===== src/rtl/uart_tx_frame_piso_pkg.sv =====
// Shared encodings and state type for the UART transmit framer.
// The parity unit beside this block uses the same parity encodings.
package uart_pkg;

    localparam int DATA_WIDTH = 8;

    localparam logic [1:0] PAR_NONE  = 2'b00;
    localparam logic [1:0] PAR_ODD   = 2'b01;
    localparam logic [1:0] PAR_EVEN  = 2'b10;
    localparam logic [1:0] PAR_NONE2 = 2'b11;

    localparam logic STOP_ONE = 1'b0;
    localparam logic STOP_TWO = 1'b1;

    typedef enum logic [2:0] {
        IDLE,
        START,
        DATA,
        PARITY,
        STOP
    } tx_state_t;

    function automatic logic has_parity(input logic [1:0] ptype);
        return (ptype == PAR_ODD) || (ptype == PAR_EVEN);
    endfunction

endpackage


===== src/rtl/uart_tx_frame_piso_if.sv =====
// Frame request / serial output bundle of the UART transmit framer.
// Signal prefixes are from the framer's point of view (slave side).
interface uart_tx_frame_piso_if #(
    parameter int DATA_WIDTH = uart_pkg::DATA_WIDTH
);
    logic                  i_baud_tick;
    logic                  i_send;
    logic [DATA_WIDTH-1:0] i_data_in;
    logic [1:0]            i_parity_type;
    logic                  i_stop_bits;
    logic                  i_parity_in;
    logic [DATA_WIDTH-1:0] o_data_reg;
    logic                  o_tx_out;
    logic                  o_busy;
    logic                  o_done;

    modport master (
        output i_baud_tick, i_send, i_data_in, i_parity_type, i_stop_bits, i_parity_in,
        input  o_data_reg, o_tx_out, o_busy, o_done
    );

    modport slave (
        input  i_baud_tick, i_send, i_data_in, i_parity_type, i_stop_bits, i_parity_in,
        output o_data_reg, o_tx_out, o_busy, o_done
    );
endinterface


===== src/rtl/uart_tx_frame_piso.sv =====
// UART transmit framer: latches a byte and shifts start, data (LSB first),
// optional parity and 1-2 stop bits onto the line, one bit per baud tick.
//
// state  | meaning
// IDLE   | line high; accepts Send when not busy (busy=1 here only in the Done cycle)
// START  | frame accepted, next baud tick launches the start bit
// DATA   | next baud tick launches data bit r_bit_cnt
// PARITY | next baud tick launches the parity bit from the parity unit
// STOP   | r_bit_cnt counts stop bits launched; the tick after the last one ends the frame
module uart_tx_frame_piso
    import uart_pkg::*;
#(
    parameter int DATA_WIDTH = uart_pkg::DATA_WIDTH
) (
    input  logic                   i_clk,
    input  logic                   i_rst,
    uart_tx_frame_piso_if.slave    bus
);

    localparam int CNT_W = $clog2(DATA_WIDTH);
    localparam logic [CNT_W-1:0] LAST_BIT = CNT_W'(DATA_WIDTH - 1);

    tx_state_t             r_state;
    logic [CNT_W-1:0]      r_bit_cnt;
    logic [DATA_WIDTH-1:0] r_data_reg;
    logic [1:0]            r_parity_type;
    logic                  r_stop_bits;
    logic                  r_tx_out;
    logic                  r_busy;
    logic                  r_done;

    logic w_more_stop;

    // Stop bit 1 is always sent; stop bit 2 only when two were requested.
    assign w_more_stop = (r_bit_cnt == '0) ||
                         ((r_bit_cnt == CNT_W'(1)) && (r_stop_bits == STOP_TWO));

    always_ff @(posedge i_clk or posedge i_rst) begin
        if (i_rst) begin
            r_state       <= IDLE;
            r_bit_cnt     <= '0;
            r_data_reg    <= '0;
            r_parity_type <= PAR_NONE;
            r_stop_bits   <= STOP_ONE;
            r_tx_out      <= 1'b1;
            r_busy        <= 1'b0;
            r_done        <= 1'b0;
        end else begin
            r_done <= 1'b0;
            case (r_state)
                IDLE: begin
                    if (r_busy) begin
                        r_busy <= 1'b0;
                    end else if (bus.i_send) begin
                        r_data_reg    <= bus.i_data_in;
                        r_parity_type <= bus.i_parity_type;
                        r_stop_bits   <= bus.i_stop_bits;
                        r_busy        <= 1'b1;
                        r_state       <= START;
                    end
                end
                START: begin
                    if (bus.i_baud_tick) begin
                        r_tx_out  <= 1'b0;
                        r_bit_cnt <= '0;
                        r_state   <= DATA;
                    end
                end
                DATA: begin
                    if (bus.i_baud_tick) begin
                        r_tx_out <= r_data_reg[r_bit_cnt];
                        if (r_bit_cnt == LAST_BIT) begin
                            r_bit_cnt <= '0;
                            r_state   <= has_parity(r_parity_type) ? PARITY : STOP;
                        end else begin
                            r_bit_cnt <= r_bit_cnt + 1'b1;
                        end
                    end
                end
                PARITY: begin
                    if (bus.i_baud_tick) begin
                        r_tx_out <= bus.i_parity_in;
                        r_state  <= STOP;
                    end
                end
                STOP: begin
                    if (bus.i_baud_tick) begin
                        if (w_more_stop) begin
                            r_tx_out  <= 1'b1;
                            r_bit_cnt <= r_bit_cnt + 1'b1;
                        end else begin
                            r_done    <= 1'b1;
                            r_bit_cnt <= '0;
                            r_state   <= IDLE;
                        end
                    end
                end
                default: begin
                    r_state   <= IDLE;
                    r_bit_cnt <= '0;
                    r_tx_out  <= 1'b1;
                end
            endcase
        end
    end

    assign bus.o_data_reg = r_data_reg;
    assign bus.o_tx_out   = r_tx_out;
    assign bus.o_busy     = r_busy;
    assign bus.o_done     = r_done;

endmodule


===== src/flat_wrapper.sv =====
// flat-port wrapper written by rule: the top's interface ports become plain ports
module uart_tx_frame_piso_flat import uart_pkg::*;
#(
    parameter int DATA_WIDTH = uart_pkg::DATA_WIDTH
)
  (i_clk, i_rst, bus_i_baud_tick, bus_i_send, bus_i_data_in, bus_i_parity_type, bus_i_stop_bits, bus_i_parity_in, bus_o_data_reg, bus_o_tx_out, bus_o_busy, bus_o_done);
  uart_tx_frame_piso_if #(.DATA_WIDTH(DATA_WIDTH)) bus_i ();
  input  logic i_clk;
  input  logic i_rst;
  input wire logic [$bits(bus_i.i_baud_tick)-1:0] bus_i_baud_tick;
  input wire logic [$bits(bus_i.i_send)-1:0] bus_i_send;
  input wire logic [$bits(bus_i.i_data_in)-1:0] bus_i_data_in;
  input wire logic [$bits(bus_i.i_parity_type)-1:0] bus_i_parity_type;
  input wire logic [$bits(bus_i.i_stop_bits)-1:0] bus_i_stop_bits;
  input wire logic [$bits(bus_i.i_parity_in)-1:0] bus_i_parity_in;
  output wire logic [$bits(bus_i.o_data_reg)-1:0] bus_o_data_reg;
  output wire logic [$bits(bus_i.o_tx_out)-1:0] bus_o_tx_out;
  output wire logic [$bits(bus_i.o_busy)-1:0] bus_o_busy;
  output wire logic [$bits(bus_i.o_done)-1:0] bus_o_done;
  assign bus_i.i_baud_tick = bus_i_baud_tick;
  assign bus_i.i_send = bus_i_send;
  assign bus_i.i_data_in = bus_i_data_in;
  assign bus_i.i_parity_type = bus_i_parity_type;
  assign bus_i.i_stop_bits = bus_i_stop_bits;
  assign bus_i.i_parity_in = bus_i_parity_in;
  assign bus_o_data_reg = bus_i.o_data_reg;
  assign bus_o_tx_out = bus_i.o_tx_out;
  assign bus_o_busy = bus_i.o_busy;
  assign bus_o_done = bus_i.o_done;
  uart_tx_frame_piso #(.DATA_WIDTH(DATA_WIDTH)) u_core (.i_clk(i_clk), .i_rst(i_rst), .bus(bus_i));
endmodule

===== config.mk =====
export PLATFORM = sky130hd
export DESIGN_NAME = uart_tx_frame_piso_flat
export DESIGN_NICKNAME = d
export VERILOG_FILES = /design/src/rtl/uart_tx_frame_piso_pkg.sv /design/src/rtl/uart_tx_frame_piso_if.sv /design/src/rtl/uart_tx_frame_piso.sv /design/src/flat_wrapper.sv
export SDC_FILE = /design/constraint.sdc
export NUM_CORES = 1
export LEC_CHECK = 0
export ABC_AREA = 0
export BUFFER_PORTS_ARGS = -buffer_cell sky130_fd_sc_hd__buf_2
export CAP_MARGIN = 5
export CORE_ASPECT_RATIO = 1.25
export CORE_UTILIZATION = 46
export CTS_CLUSTER_DIAMETER = 60
export DETAILED_ROUTE_END_ITERATION = 8
export MAX_ROUTING_LAYER = met4
export PLACE_DENSITY = 0.79
export SYNTH_ARGS = -nofsm -noshare
export SYNTH_HDL_FRONTEND = slang
export SYNTH_SLANG_ARGS = --single-unit

===== constraint.sdc =====
create_clock -name i_clk -period 1.7 [get_ports i_clk]
set_input_delay 0.51 -clock i_clk [delete_from_list [all_inputs] [get_ports i_clk]]
set_output_delay 0.51 -clock i_clk [all_outputs]
set_load 0.05 [all_outputs]

Word-level counts from Yosys, hierarchy flattened
Cells that the tools add are included.
{ "op_classes": {"addsub": 1, "n_lt_le_gt_ge": 1, "n_eq_ne": 17, "mux": 29, "bitwise": 3, "reduce_logical": 10} }
{ "op_table": {"columns": ["operator", "count"], "rows": [
  ["$mux 3", 14],
  ["$pmux 3 s5", 1],
  ["$ne 2x2->1 const B", 7],
  ["$pmux 3 s4", 1],
  ["$mux 1", 11],
  ["$reduce_and 8->1", 1],
  ["$eq 3x1->1 const B", 2],
  ["$eq 3x2->1 const B", 2],
  ["$eq 3x3->1 const B", 2],
  ["$logic_not 3->1", 2],
  ["$reduce_and 6->1", 1],
  ["$pmux 1 s5", 1],
  ["$lt 3x4->1 const B", 1],
  ["$ne 2x1->1 const B", 2],
  ["$reduce_and 4->1", 1],
  ["$add 3x1->3 const B", 1],
  ["$bmux 1 s3", 1],
  ["$not 1->1", 3],
  ["$reduce_and 3->1", 1],
  ["$eq 2x1->1 const B", 1],
  ["$eq 2x2->1 const B", 1],
  ["$logic_or 1x1->1", 2],
  ["$reduce_or 2->1", 1],
  ["$logic_and 1x1->1", 1]
]} }
{ "totals": {"ff_bits": 20, "inputBits": 16, "out_inout_bits": 11} }

Logic depth before layout (Yosys ltp)
Gate-level depths: netlist of the first run.
{ "depth": {"ltp_word": 6, "ltp_mapped": 6, "depth_no_buf": 6} }

Worst setup path after synthesis of the first run
OpenSTA, ideal clock, no wires.
{ "synth_path": {"path_type": "flip-flop to flip-flop", "startpoint": "register u_core.r_bit_cnt[0]", "endpoint": "register u_core.r_state[0]", "setup_time_ns": 0.127, "arrival_time_ns": 1.701, "required_time_ns": 1.573, "path_slack_ns": -0.129, "path_stages_with_launch": 7, "n_path_buf": 0, "cell_sequence": "dfrtp_1 > ha_1 > ha_1 > or4b_1 > o41ai_2 > a2111oi_2 > mux2_1"} }
{ "synth_via": {"elab_chain_cells": 5} }
{ "synth_rtl": {"columns": ["item", "line", "source"], "rows": [
  ["start, declared", "uart_tx_frame_piso.sv:24", "logic [CNT_W-1:0] r_bit_cnt;"],
  ["start signal, assigned", "uart_tx_frame_piso.sv:76", "r_bit_cnt <= r_bit_cnt + 1'b1;"],
  ["start signal, assigned", "uart_tx_frame_piso.sv:90", "r_bit_cnt <= r_bit_cnt + 1'b1;"],
  ["$eq 3x1->1", "uart_tx_frame_piso.sv:36", "((r_bit_cnt == CNT_W'(1)) && (r_stop_bits == STOP_TWO));"],
  ["$logic_and 1x1->1", "uart_tx_frame_piso.sv:36", null],
  ["$logic_or 1x1->1", "uart_tx_frame_piso.sv:35", "assign w_more_stop = (r_bit_cnt == '0) ||"],
  ["$ne 2x2->1 (no source line)", null, null],
  ["$reduce_and 8->1 (no source line) *", null, null],
  ["end signal, assigned", "uart_tx_frame_piso.sv:74", "r_state <= has_parity(r_parity_type) ? PARITY : STOP;"],
  ["end, declared", "uart_tx_frame_piso.sv:23", "tx_state_t r_state;"]
]} }
Mark *: on every way between the ends. The rest lies on a longest branch, timed or not.
A chain may end at the register's enable or synchronous reset.

Final worst setup path of the first run
Ends and elaborated chain as after synthesis.

==> metrics.txt, run 1 <==
CTS H-tree lvls=1; f_max=565 MHz; CTS tree=done; filler cell count=187; DRT Pass-1 Iters=4; Distinct cells, synth=36; mean post-synth cell area=11.6 um2; Register-to-Register Path Depth=6; synth top area cells=dfrtp_1 44%, mux2_2 14%, ha_1 4.6%, dfstp_2 2.4%, mux4_2 2.1%; Total Nets Final=152; final hold slack=0.135 ns; Post-synth EDFFs=0; WS Path Type=reg2reg; CP max FO=2; #FFs+latches synth=20; worst-margin pin slew=0.395 ns; most frequent cells after synthesis=19 x dfrtp_1, 13 x mux2_2, 6 x nor2_1; GRT Resource Usage Total=0.244; synthesized cell area=1080 um2; Final Cycle Share=1.04; Worst EP required=1.92 ns; total wire length=2.47 mm; pre-CTS setup slack=-0.0837 ns; register area share after synthesis=0.466; number of antenna violations at the first check in global routing=0; Slew Limit Headroom=0.734; ys flop type=dfrtp_1; design area=1410 um2; RSZ-0062 raised after global routing=true; Hold Vio Cnt, Final=0; Port Buf Inserts=26; die outline width=45.3 um; clock sinks=20; count leader, synth=dfrtp_1; crit path DAT=1.99 ns; vias=902; first-pass GRT wire length=4.33 mm; global route overflow=0; yosys warns=0; Synth top area share=0.441; Synth area leader=dfrtp_1; final period demand of the worst path=1.77 ns; clk slew on worst S/H paths=0.12 ns; crit path launch type=flop; count of pins over their slew limit=0; area grow syn2layout=30.4%; Post-synth ARST share=1.00; layout cell share with drive strength beyond 1=0.534; # IOs=27; Leakage=0.656 nW; largest net degree at the start of global routing=13; Die H=56.1 um; PwrDens=2080 nW/um2; postcts setup bufs=0; Post-DRT Antenna Nets=0; drt drc=0; initial DRC count=16; CTS root buffer=clkbuf_4; cts hold-fix bufs=0; GPL Wtd Cong=0.945; maximum buffer depth of the clock tree=2; footprint of the multi-input gates=569 um2; HPWL Detailed=1.88 mm; status=finished with violations; Placement Cell Area=1340 um2; max-cap viol count=0; FF/Latch Area=502 um2; class of the worst hold path=in2async; failing checks=negative setup slack; final setup margin=-0.0698 ns; via-per-instance ratio=5.57; total nets after synthesis=113; Setup Skew=0.0111 ns; Worst-Skew Late Latency=0.31 ns; overall die area=2540 um2; max reg flops=8; count of final setup violators=4; IR drop worst, VDD=0.00127 V; n_diodes=0; number of global-route vias before repair=920; CORE AREA=2210 um2; Starting Density=0.487; drt wl/cell=15.3 um; cts bufs inserted=3; critical path endpoint category=flop; Post-Syn Instances=93; Rows=19
-- stage by stage --
step	total power [mW]	setup TNS [ns]	cells	util
after global placement	2.51	-0.0398	158	0.605
after floorplan	2.08	-0.108	93	-
after global routing	3.10	-0.375	162	0.636
final	2.92	-0.105	162	0.636
after detailed placement	2.57	-0.115	158	0.605
after CTS	2.89	-0.0889	162	0.626
-- report_power, final --
group          internal (mW)  switching (mW)
registers              0.694           0.164
clock network          0.131           0.151
logic                  0.732            1.05
total                   1.56            1.37
-- cells by family after synthesis --
kind of cell	Yosys count	synth area share
and+or+nand+nor	22	0.108
AOI/OAI and AO/OA	21	0.153
DFF	20	0.466
muxes	15	0.167
buffers and inverters	10	0.0511
adders and majority gates	4	0.0465
xor gates and xnor gates	1	0.00813
-- cells in the final DEF, fill, tap and decap left out, types with 2 or more instances in the layout --
master	netlist	final
ha_1	4	2
dfrtp_1	19	19
ha_2	0	2
a21boi_0	2	2
nor2_1	6	5
mux2_2	13	13
nand2_1	5	5
buf_2	2	26
buf_4	2	12
clkbuf_4	0	3
a21oi_1	3	2
inv_1	5	5
nand3_1	3	3
o22ai_1	2	2
o21ai_0	3	3
-- final timing paths --
path                       slack (ns)                      from                  endpoint
max                             -0.07       u_core.r_bit_cnt[0]         u_core.r_state[0]
min                              0.13                     i_rst         u_core.bus.o_busy
max reg2reg                     -0.07       u_core.r_bit_cnt[0]         u_core.r_state[0]
min reg2reg                      0.54  u_core.bus.o_data_reg[4]  u_core.bus.o_data_reg[4]
max in group asynchronous        1.06                     i_rst  u_core.bus.o_data_reg[1]
min in group i_clk               0.42          bus_i_data_in[5]  u_core.bus.o_data_reg[5]
-- critical path, stage by stage (launching register included) --
cell and delay [ns]:
dfrtp_1 0.41, ha_2 0.19, ha_2 0.17, or4b_4 0.49, o41ai_4 0.08, a2111oi_2 0.06, mux2_4 0.28
-- timing repair --
item	CTS	global route
endpoints found under the hold margin	0	0
cloned	0	0
pin swaps	1	2
resized for setup	3	4
setup endpoints to repair	5	6
-- layout make-up --
class	instances	area share
Multi-Input combinational cell	63	0.405
Sequential cell	20	0.357
Inverter	5	0.0134
Tap cell	31	0.0276
Timing Repair Buffer	39	0.171
Clock buffer	4	0.0258
-- metal layers --
layer | GRT usage | part of all wire | up-vias
met3 | 0.0292 | 0.051 | 7
li1 | - | - | 416
met4 | 0.113 | 0.030 | 0
met5 | - | 0 | -
met2 | 0.400 | 0.54 | 37
met1 | 0.289 | 0.38 | 442
Power figures use the tool's default switching activity.
==> inputs of run 2 (changes only) <==
--- a/config.mk
+++ b/config.mk
@@ -14,6 +14,7 @@
 export DETAILED_ROUTE_END_ITERATION = 8
 export MAX_ROUTING_LAYER = met4
 export PLACE_DENSITY = 0.79
+export RECOVER_POWER = 100
 export SYNTH_ARGS = -nofsm -noshare
 export SYNTH_HDL_FRONTEND = slang
 export SYNTH_SLANG_ARGS = --single-unit
==> metrics.txt, run 2 (same netlist as run 1, synthesis figures left out) <==
HPWL Detailed=1.88 mm; Setup Skew=0.0114 ns; CORE AREA=2210 um2; crit path DAT=1.99 ns; die outline width=45.3 um; Worst-Skew Late Latency=0.31 ns; IR drop worst, VDD=0.00126 V; CP max FO=2; class of the worst hold path=in2async; drt wl/cell=15.2 um; Post-DRT Antenna Nets=0; Design Power=2.88 mW; first-pass GRT wire length=4.33 mm; # IOs=27; most common cell after layout, fill and taps aside=dfrtp_1; Worst EP required=1.92 ns; Rows=19; Crit-path slowest cell=or4b_4; CTS root buffer=clkbuf_4; number of placed instances, taps included=158; largest net degree at the start of global routing=13; n_diodes=0; count of pins over their slew limit=0; overall die area=2540 um2; Placement Cell Area=1340 um2; reg-to-reg endpoint=u_core.r_state[0]; CTS tree=done; via-per-instance ratio=5.57; clk slew on worst S/H paths=0.12 ns; maximum buffer depth of the clock tree=2; Port Buf Inserts=26; WS Path Type=reg2reg; clock sinks=20; final setup margin=-0.0695 ns; max-cap viol count=0; GPL Wtd Cong=0.945; GRT Resource Usage Total=0.244; Hold Vio Cnt, Final=0; RSZ-0062 raised after global routing=true; reg-to-reg setup timing slack=-0.07 ns; Non-Filler Instances=162; most numerous cell on the critical path=ha_2; postcts setup bufs=0; vias=903; setup TNS=-0.108 ns; Slew Limit Headroom=0.563; Total Nets Final=152; Die H=56.1 um; cts hold-fix bufs=0; count of final setup violators=4; Critical R2R Launch=u_core.r_bit_cnt[0]; f_max=565 MHz; CTS H-tree lvls=1; Starting Density=0.487; layout cell share with drive strength beyond 1=0.519; area grow syn2layout=28.1%; number of global-route vias before repair=920; max reg flops=8; failing checks=negative setup slack; total wire length=2.46 mm; worst-margin pin slew=0.655 ns; design area=1380 um2; most frequent cells in the layout=19 x dfrtp_1, 15 x buf_2, 13 x mux2_2, 13 x clkbuf_2, 9 x buf_4; CP peak stage delay=0.49 ns; Leakage=0.642 nW; final period demand of the worst path=1.77 ns; PwrDens=2080 nW/um2; critical path endpoint category=flop; drt drc=0; DRT Pass-1 Iters=4; Final Cycle Share=1.04; global route overflow=0; status=finished with violations; cts bufs inserted=3; crit path launch type=flop; number of antenna violations at the first check in global routing=0; initial DRC count=15; critical-path cell list=ha_2 > ha_2 > or4b_4 > o41ai_4 > a2111oi_2 > mux2_4; Register-to-Register Path Depth=6
## run 2: where the power goes
part | switching [mW] | leakage [nW] | internal, mW | total [mW]
sequential | 0.166 | 0.246 | 0.694 | 0.860
clock | 0.151 | 0.0210 | 0.131 | 0.282
combinational | 1.05 | 0.375 | 0.687 | 1.74
## run 2: what timing repair did
action,CTS,global route
gates resized for setup,3,4
pin swaps,1,2
gates cloned,0,0
endpoints found under the setup margin,5,6
## run 2: area by class of cell
class / count / area, um2
Fill cell: 188 / 831
Timing Repair Buffer: 39 / 215
Clock buffer: 4 / 36.3
Multi-Input combinational cell: 63 / 569
Inverter: 5 / 18.8
Tap cell: 31 / 38.8
Sequential cell: 20 / 502
## run 2: how the worst max path moves through the flow
stage | from | to
finish | u_core.r_bit_cnt[0] | u_core.r_state[0]
floorplan | u_core.r_bit_cnt[1] | u_core.r_state[0]
global placement | u_core.r_bit_cnt[1] | u_core.r_state[0]
CTS | u_core.r_bit_cnt[1] | u_core.r_state[0]
global route | u_core.r_bit_cnt[1] | u_core.r_state[0]
detailed placement | u_core.r_bit_cnt[1] | u_core.r_state[0]
## run 2: layer usage
| metal | share of wire | track usage | routed length (um) |
|---|---|---|---|
| met2 | 0.53 | 0.400 | 1310 |
| met5 | 0 | - | 0 |
| met4 | 0.034 | 0.113 | 84 |
| met3 | 0.045 | 0.0292 | 110 |
| met1 | 0.39 | 0.289 | 958 |
## run 2: stage by stage
stage,setup slack [ns],utilization,hold WS (ns)
global placement,-0.0398,0.605,0.483
global route,-0.133,0.624,0.161
finish,-0.0695,0.624,0.126
CTS,-0.0684,0.626,0.143
floorplan,-0.108,-,0.473
detailed placement,-0.0837,0.605,0.488
## run 2: worst max-delay path, delay by kind of cell, from the launching register on
| family | cells | cell delay [ns] |
|---|---|---|
| adder cells (fa/ha/maj) | 2 | 0.36 |
| AO/OA/AOI/OAI | 2 | 0.14 |
| flip-flops | 1 | 0.41 |
| AND/OR/NAND/NOR | 1 | 0.49 |
| multiplexers | 1 | 0.28 |
==> inputs of run 3 (changes only) <==
--- a/config.mk
+++ b/config.mk
@@ -9,11 +9,11 @@
 export BUFFER_PORTS_ARGS = -buffer_cell sky130_fd_sc_hd__buf_2
 export CAP_MARGIN = 5
 export CORE_ASPECT_RATIO = 1.25
-export CORE_UTILIZATION = 46
+export CORE_UTILIZATION = 40
 export CTS_CLUSTER_DIAMETER = 60
 export DETAILED_ROUTE_END_ITERATION = 8
 export MAX_ROUTING_LAYER = met4
-export PLACE_DENSITY = 0.79
+export PLACE_DENSITY = 0.71
 export RECOVER_POWER = 100
 export SYNTH_ARGS = -nofsm -noshare
 export SYNTH_HDL_FRONTEND = slang
==> metrics.txt, run 3 (same netlist as run 1, synthesis figures left out) <==
class of the worst hold path=in2async; Rows=20; maximum buffer depth of the clock tree=2; Setup Skew=0.00383 ns; CTS root buffer=clkbuf_4; cts hold-fix bufs=0; Hold Vio Cnt, Final=0; number of placed instances, taps included=160; final setup margin=-0.0850 ns; Non-Filler Instances=165; Leakage=0.644 nW; Starting Density=0.430; Final Cycle Share=1.05; Slew Limit Headroom=0.565; crit path launch type=flop; GRT Resource Usage Total=0.200; GPL Wtd Cong=0.900; CTS H-tree lvls=1; IR drop worst, VDD=0.00106 V; CORE AREA=2500 um2; via-per-instance ratio=5.42; die outline width=48.4 um; f_max=560 MHz; global route overflow=0; FF/Latch Area=502 um2; WS Path Type=reg2reg; footprint of the multi-input gates=577 um2; Worst-Skew Late Latency=0.31 ns; most common cell after layout, fill and taps aside=dfrtp_1; failing checks=negative setup slack; crit path DAT=1.99 ns; CP peak stage delay=0.50 ns; critical path endpoint category=flop; drt wl/cell=14.6 um; initial DRC count=15; overall die area=2910 um2; Total Nets Final=153; # IOs=27; largest net degree at the start of global routing=13; CP max FO=2; count of final setup violators=4; first-pass GRT wire length=4.15 mm; n_diodes=0; layout cell share with drive strength beyond 1=0.508; Crit-path slowest cell=or4b_4; CP Buf/Inv Count=0; Design Power=2.90 mW; Die H=60.0 um; count of pins over their slew limit=0; drt drc=0; total wire length=2.40 mm; final period demand of the worst path=1.78 ns; max reg flops=8; worst-margin pin slew=0.652 ns; HPWL Detailed=1.84 mm; number of global-route vias before repair=965; critical-path cell list=ha_2 > ha_4 > or4b_4 > o41ai_4 > a2111oi_2 > mux2_4; Worst EP required=1.90 ns; filler cell count=232; cts bufs inserted=3; Port Buf Inserts=26; max-cap viol count=0; clk slew on worst S/H paths=0.11 ns; DRT Pass-1 Iters=4; pre-CTS setup slack=-0.126 ns; area grow syn2layout=30.0%; setup TNS=-0.197 ns; clock sinks=20; RSZ-0062 raised after global routing=true; CTS tree=done; status=finished with violations; Post-DRT Antenna Nets=0; PwrDens=2070 nW/um2; crit-path leading delay family=simple AND/OR/NAND/NOR gates; vias=894; most frequent cells in the layout=19 x dfrtp_1, 15 x buf_2, 13 x mux2_2; number of antenna violations at the first check in global routing=0
==> run 3: power by group <==
group	internal [mW]	switching, mW
combinational	0.718	1.04
sequential	0.693	0.168
clock	0.131	0.152
total	1.54	1.36
==> run 3: cell type report <==
| type | count | area share |
|---|---|---|
| flip-flops and latches | 20 | 0.358 |
| well taps | 33 | 0.0295 |
| clock buffers | 4 | 0.0259 |
| inverters | 5 | 0.0134 |
| multi-input cells | 63 | 0.412 |
| repair buffers | 40 | 0.161 |
==> run 3: per-stage QoR <==
step	area [um2]	hold slack, ns	utilization
finish	1400	0.133	0.560
global route	1400	0.156	0.560
CTS	1400	0.143	0.559
detailed placement	1340	0.494	0.536
global placement	1340	0.484	0.536
floorplan	1090	0.473	-
==> run 3: worst paths after layout <==
path | from | to | slack [ns] | cells after the start
worst min-delay path | i_rst | u_core.r_state[0] | 0.13 | 2
min in group i_clk | bus_i_data_in[5] | u_core.bus.o_data_reg[5] | 0.42 | 2
worst min register to register | u_core.r_parity_type[1] | u_core.r_parity_type[1] | 0.54 | 1
worst max register to register | u_core.r_bit_cnt[1] | u_core.r_state[0] | -0.08 | 6
max in group asynchronous | i_rst | u_core.bus.o_data_reg[2] | 0.69 | 3
worst max-delay path | u_core.r_bit_cnt[1] | u_core.r_state[0] | -0.08 | 6
==> run 3: repair_timing <==
item | in CTS | in global routing
hold endpoints to repair | 0 | 0
pin swaps | 2 | 2
gates resized for setup | 5 | 3
buffers inserted | 0 | 1
setup endpoints to repair | 5 | 5
==> run 3: routing by layer <==
layer	global-route usage	routed length, um	share of wire
met3	0.0280	121	0.050
met5	-	0	0
met2	0.346	1210	0.50
met4	0.143	102	0.042
met1	0.214	966	0.40
